### config.mk
export PLATFORM = sky130hd
export DESIGN_NAME = tx_uart_flat
export DESIGN_NICKNAME = d
export VERILOG_FILES = /design/src/rtl/tx_uart_if.sv /design/src/rtl/tx_uart.sv /design/src/flat_wrapper.sv
export SDC_FILE = /design/constraint.sdc
export NUM_CORES = 1
export LEC_CHECK = 0
export CAP_MARGIN = 25
export CORE_MARGIN = 3
export CORE_UTILIZATION = 53
export DETAILED_ROUTE_END_ITERATION = 10
export PLACE_DENSITY = 0.87
export SYNTH_ARGS = -nofsm -noshare
export SYNTH_HDL_FRONTEND = slang
export SYNTH_SLANG_ARGS = --single-unit
export TNS_END_PERCENT = 100
### constraint.sdc
create_clock -name i_clock -period 2 [get_ports i_clock]
set_input_delay 0.5 -clock i_clock [delete_from_list [all_inputs] [get_ports i_clock]]
set_output_delay 0.5 -clock i_clock [all_outputs]
set_load 0.05 [all_outputs]
### src/rtl/tx_uart_if.sv
//------------------------------------------------------------------------------
// tx_uart_if -- handshake/serial bundle for tx_uart.
//   i_s_tick        : baud oversampling strobe (one clock wide)
//   i_tx_start      : frame start request
//   i_data          : byte to send, sampled on an accepted start
//   o_tx            : serial line, idle high
//   o_tx_done_tick  : one-cycle pulse on the first idle cycle after a frame
//   o_busy          : high while a frame is in progress
// master drives the request side, slave is the transmitter.
//------------------------------------------------------------------------------
`timescale 1ns/1ps
interface tx_uart_if #(
    parameter int NB_DATA = 8
);
    logic               i_s_tick;
    logic               i_tx_start;
    logic [NB_DATA-1:0] i_data;
    logic               o_tx;
    logic               o_tx_done_tick;
    logic               o_busy;

    modport master (
        output i_s_tick, i_tx_start, i_data,
        input  o_tx, o_tx_done_tick, o_busy
    );

    modport slave (
        input  i_s_tick, i_tx_start, i_data,
        output o_tx, o_tx_done_tick, o_busy
    );
endinterface

### src/rtl/tx_uart.sv
//------------------------------------------------------------------------------
// tx_uart -- UART transmitter driven by an external oversampling tick.
// Frame: start(0) + NB_DATA data bits LSB first [+ even parity] + stop(1).
// Ports:
//   i_clock : system clock, rising edge
//   i_reset : asynchronous active-low reset
//   bus     : tx_uart_if.slave (i_s_tick, i_tx_start, i_data,
//             o_tx, o_tx_done_tick, o_busy)
// Optional feature: define TX_UART_PARITY_EN to insert an even-parity bit
// between the last data bit and the stop period.
// NB_COUNT must hold max(N_TICKS_PER_BIT, N_TICKS_TO_STOP)-1; the tick
// counter is cleared at every bit end and never wraps.
//------------------------------------------------------------------------------
`timescale 1ns/1ps
module tx_uart #(
    parameter int NB_DATA         = 8,
    parameter int NB_COUNT        = 5,
    parameter int N_TICKS_PER_BIT = 16,
    parameter int N_TICKS_TO_STOP = 16
) (
    input logic       i_clock,
    input logic       i_reset,
    tx_uart_if.slave  bus
);
    localparam int NB_BIT = (NB_DATA > 1) ? $clog2(NB_DATA) : 1;

    localparam logic [NB_COUNT-1:0] BIT_END  = NB_COUNT'(N_TICKS_PER_BIT - 1);
    localparam logic [NB_COUNT-1:0] STOP_END = NB_COUNT'(N_TICKS_TO_STOP - 1);
    localparam logic [NB_BIT-1:0]   LAST_BIT = NB_BIT'(NB_DATA - 1);

    typedef enum logic [2:0] {
        IDLE   = 3'd0,
        START  = 3'd1,
        DATA   = 3'd2,
`ifdef TX_UART_PARITY_EN
        PARITY = 3'd3,
`endif
        STOP   = 3'd4
    } state_t;

    state_t              state_q, state_d;
    logic [NB_COUNT-1:0] tick_q,  tick_d;
    logic [NB_BIT-1:0]   bit_q,   bit_d;
    logic [NB_DATA-1:0]  sh_q,    sh_d;
    logic                tx_q,    tx_d;
    logic                done_q,  done_d;
`ifdef TX_UART_PARITY_EN
    logic                par_q,   par_d;
`endif

    // State register (includes the registered line and done pulse)
    always_ff @(posedge i_clock or negedge i_reset) begin
        if (!i_reset) begin
            state_q <= IDLE;
            tick_q  <= '0;
            bit_q   <= '0;
            sh_q    <= '0;
            tx_q    <= 1'b1;
            done_q  <= 1'b0;
`ifdef TX_UART_PARITY_EN
            par_q   <= 1'b0;
`endif
        end else begin
            state_q <= state_d;
            tick_q  <= tick_d;
            bit_q   <= bit_d;
            sh_q    <= sh_d;
            tx_q    <= tx_d;
            done_q  <= done_d;
`ifdef TX_UART_PARITY_EN
            par_q   <= par_d;
`endif
        end
    end

    // Next-state and datapath: everything holds unless a tick arrives,
    // except the start acceptance in IDLE.
    always_comb begin
        state_d = state_q;
        tick_d  = tick_q;
        bit_d   = bit_q;
        sh_d    = sh_q;
`ifdef TX_UART_PARITY_EN
        par_d   = par_q;
`endif
        case (state_q)
            IDLE: begin
                if (bus.i_tx_start) begin
                    state_d = START;
                    tick_d  = '0;
                    bit_d   = '0;
                    sh_d    = bus.i_data;
`ifdef TX_UART_PARITY_EN
                    // parity fixed at latch time; the shifter is consumed later
                    par_d   = ^bus.i_data;
`endif
                end
            end
            START: begin
                if (bus.i_s_tick) begin
                    if (tick_q == BIT_END) begin
                        state_d = DATA;
                        tick_d  = '0;
                    end else begin
                        tick_d  = tick_q + NB_COUNT'(1);
                    end
                end
            end
            DATA: begin
                if (bus.i_s_tick) begin
                    if (tick_q == BIT_END) begin
                        tick_d = '0;
                        sh_d   = sh_q >> 1;
                        if (bit_q == LAST_BIT) begin
                            bit_d = '0;
`ifdef TX_UART_PARITY_EN
                            state_d = PARITY;
`else
                            state_d = STOP;
`endif
                        end else begin
                            bit_d = bit_q + NB_BIT'(1);
                        end
                    end else begin
                        tick_d = tick_q + NB_COUNT'(1);
                    end
                end
            end
`ifdef TX_UART_PARITY_EN
            PARITY: begin
                if (bus.i_s_tick) begin
                    if (tick_q == BIT_END) begin
                        state_d = STOP;
                        tick_d  = '0;
                    end else begin
                        tick_d  = tick_q + NB_COUNT'(1);
                    end
                end
            end
`endif
            STOP: begin
                if (bus.i_s_tick) begin
                    if (tick_q == STOP_END) begin
                        state_d = IDLE;
                        tick_d  = '0;
                    end else begin
                        tick_d  = tick_q + NB_COUNT'(1);
                    end
                end
            end
            default: begin
                state_d = IDLE;
                tick_d  = '0;
                bit_d   = '0;
                sh_d    = '0;
            end
        endcase
    end

    // Outputs: the line value is derived from the next state so o_tx is a
    // plain register that already shows the new bit on the cycle the state
    // changes.
    always_comb begin
        tx_d = 1'b1;
        case (state_d)
            START:  tx_d = 1'b0;
            DATA:   tx_d = sh_d[0];
`ifdef TX_UART_PARITY_EN
            PARITY: tx_d = par_d;
`endif
            default: tx_d = 1'b1;
        endcase
        done_d = (state_q == STOP) && (state_d == IDLE);
    end

    assign bus.o_tx           = tx_q;
    assign bus.o_tx_done_tick = done_q;
    assign bus.o_busy         = (state_q != IDLE);

endmodule

### src/flat_wrapper.sv
// flat-port wrapper written by rule: the top's interface ports become plain ports
module tx_uart_flat 
#(
    parameter int NB_DATA         = 8,
    parameter int NB_COUNT        = 5,
    parameter int N_TICKS_PER_BIT = 16,
    parameter int N_TICKS_TO_STOP = 16
)
  (i_clock, i_reset, bus_i_s_tick, bus_i_tx_start, bus_i_data, bus_o_tx, bus_o_tx_done_tick, bus_o_busy);
  tx_uart_if #(.NB_DATA(NB_DATA)) bus_i ();
  input logic i_clock;
  input logic i_reset;
  input wire logic [$bits(bus_i.i_s_tick)-1:0] bus_i_s_tick;
  input wire logic [$bits(bus_i.i_tx_start)-1:0] bus_i_tx_start;
  input wire logic [$bits(bus_i.i_data)-1:0] bus_i_data;
  output wire logic [$bits(bus_i.o_tx)-1:0] bus_o_tx;
  output wire logic [$bits(bus_i.o_tx_done_tick)-1:0] bus_o_tx_done_tick;
  output wire logic [$bits(bus_i.o_busy)-1:0] bus_o_busy;
  assign bus_i.i_s_tick = bus_i_s_tick;
  assign bus_i.i_tx_start = bus_i_tx_start;
  assign bus_i.i_data = bus_i_data;
  assign bus_o_tx = bus_i.o_tx;
  assign bus_o_tx_done_tick = bus_i.o_tx_done_tick;
  assign bus_o_busy = bus_i.o_busy;
  tx_uart #(.NB_DATA(NB_DATA), .NB_COUNT(NB_COUNT), .N_TICKS_PER_BIT(N_TICKS_PER_BIT), .N_TICKS_TO_STOP(N_TICKS_TO_STOP)) u_core (.i_clock(i_clock), .i_reset(i_reset), .bus(bus_i));
endmodule
==> flow_summary.yaml <==
timing:
  final_hold_viol_count: 0
  fin_tns_setup_ps: 0
  setup_viol: 0
  worst_slack_ps: 59.0
  timing.fmax_mhz: 515
  fin_skew_ps: 6.88
  slew_violations: 0
  fin_crit_sh_pct: 97.1
  rsz0062_at_grt: "false"
  fin_crit_ps: 1940
  worst_slew_pin_slew_ps: 575
  maxSlewHeadroom_pct: 61.6
synthesis:
  synth_xor_area_share_pct: 0.776
  yosysTopAreaCellShare_pct: 44.3
  synth-simple-area-share_pct: 19.0
  ys_ff_latch: 21
  yosys_warnings: 0
  synthArstFlopShare_pct: 100
  syn_avg_cell_area_um2: 10.7
  synth_edf_count: 0
  synthesis.area_um2: 1130
  syn_inst: 105
  yosysTopAreaCell: "dfrtp_1"
  yosysMostFrequentCell: "dfrtp_1"
  yosys.area_share.adder_pct: 3.33
  synth-seq-area-share_pct: 46.7
  muxShareOfSynthArea_pct: 0.887
  synthDistinctLibCells: 39
  synth_nets: 120
  synth_compound_area_share_pct: 27.2
  synth_flop_cell: "dfrtp_1"
  synth_area_leaders: "dfrtp_1, a22o_1, a221o_1"
  synth_top_family_by_area: "compound AO/OA/AOI/OAI gates"
  ys_top_cells_by_count: "dfrtp_1, a22o_1, a221o_1, nand2_1, nand2b_1"
setup_path:
  start_kind: "flop"
  cp-end-kind: "output pin"
  critPathTopFamily: "buffers and inverters"
  slowest_delay_ps: 790
  required_ps: 1500
  crit_path_cell_trace: "clkdlybuf4s50_1"
  cp_slowest_cell: "clkdlybuf4s50_1"
  crit_buf_inv: 1
  crit_fanout: 1
  cp.arrival_ps: 1440
  critical_path_class: "flop to output pin"
floorplanning:
  die_area_um2: 2720
  initial_utilization_pct: 56.9
  rows: 16
  die_w_um: 52.1
  die_h_um: 52.1
  boundaryPins: 15
  coreArea_um2: 1980
final_layout:
  n_fill_cell: 147
  fin_nets: 141
  ff_latch_area_um2: 529
  n_antenna_cell: 0
  drive_gt1_share_pct: 16.8
  multi_input_area_um2: 577
  area_growth_pct: 19.7
flow_run:
  drv_cap: 0
placement:
  dp_hpwl_mm: 1.71
  port_buffers: 14
  pre_cts_ws_ps: 42.5
  gp_congestion: 0.889
clocking:
  htree_levels: 1
  clockBufferDepth: 2
  clock_latency_ps: 300
  cts-buffers-inserted: 3
  cts_sinks: 21
  post_cts_buffers: 0
  cts_tree: "yes"
  cts-resized-gates: 0
  root_buffer: "clkbuf_4"
  cts_hold_buf: 0
  cts.clk_slew.worst_paths_ps: 120
grt:
  grt-ovfl-total: 0
  use_met3_pct: 3.44
  grt_pass1_wl_mm: 3.90
  antenna_found_initial: 0
  use_met2_pct: 32.0
  grt_pass1_vias: 902
  grt_max_degree: 13
  met1_usage_pct: 25.2
  grt_usage_pct: 19.3
  grt.busiest_layer: "met2"
power:
  peakVddDrop_v: 0.000667
  powerDensity_nw_per_um2: 1060
  p_leak_nw: 0.622
route:
  totalWireLength_mm: 2.18
  first_pass_iters: 4
  drtIter0Drc: 8
  drc: 0
  via_count: 902
  wl_per_cell_um: 14.3
  vias_per_cell: 5.93
  ant_nets: 0
outcome:
  outcome: "finished clean"
min_path:
  hold_class: "input port to async pin"
-- layer usage --
| layer | vias up | part of all wire, % | routed length (um) |
|---|---|---|---|
| met2 | 16 | 50 | 1100 |
| met5 | - | 0 | 0 |
| met1 | 437 | 45 | 989 |
| met4 | 0 | 0.83 | 18 |
| met3 | 2 | 3.5 | 76 |
| li1 | 447 | - | - |
-- final cells by class --
class	count	area share, %
tap	27	2.50
sequential	21	39.2
clock buffer	3	1.67
multi-input combinational	78	42.7
clock inverter	1	0.370
timing repair buffer	19	12.8
inverter	3	0.833
-- flip-flops by register name (all words and copies together), names as in the netlist --
register and flops:
u_core.bus.o_tx_done_tick 1, u_core.tick_q 5, u_core.bus.o_tx 1, u_core.bit_q 3, u_core.sh_q 8, u_core.state_q 3
-- worst paths after layout --
check                                          startpoint                        end  slack [ps]  cells after the start
worst max-delay path            u_core.bus.o_tx_done_tick         bus_o_tx_done_tick          60                      1
min in group i_clock                      u_core.bit_q[1]            u_core.bit_q[1]         520                      1
worst min-delay path                              i_reset  u_core.bus.o_tx_done_tick         520                      1
max in group asynchronous                         i_reset             u_core.sh_q[7]        1000                      2
worst max register to register          u_core.state_q[2]             u_core.sh_q[3]         230                      4
worst min register to register            u_core.bit_q[1]            u_core.bit_q[1]         520                      1
-- placed cells by master, fill, tap and decap left out, types with 3 or more instances in the layout --
cell type / instances
a21o_1: 4
a221o_1: 6
a22o_1: 9
buf_4: 7
clkbuf_4: 3
clkdlybuf4s50_1: 12
dfrtp_1: 18
ha_1: 3
inv_1: 3
nand2_1: 6
nand2b_1: 5
nand3_1: 4
nand3b_1: 3
nor2_1: 3
o211ai_1: 3
o21ai_0: 4
-- logic make-up after synthesis --
logic type	after synthesis
adders and majority gates	3
and+or+nand+nor	35
xor gates and xnor gates	1
AOI/OAI and AO/OA	38
DFF	21
muxes	1
buffers and inverters	6
-- stage by stage --
| stage | hold slack [ps] | utilization (%) | cells | cell area (um2) | total power [mW] |
|---|---|---|---|---|---|
| after global routing | 544 | 68.2 | 152 | 1350 | 1.54 |
| after detailed placement | 501 | 66.7 | 148 | 1320 | 1.24 |
| after CTS | 528 | 68.1 | 152 | 1350 | 1.44 |
| final | 519 | 68.2 | 152 | 1350 | 1.44 |
| after floorplan | 204 | - | 105 | 1130 | 1.10 |
| after global placement | 485 | 66.7 | 148 | 1320 | 1.22 |
-- where the power goes --
part	switching (mW)	total (mW)	internal (mW)
logic	0.266	0.549	0.284
clock network	0.123	0.197	0.0744
registers	0.131	0.690	0.558
total	0.520	1.44	0.916
No activity file was read; power rests on OpenSTA's default activity.
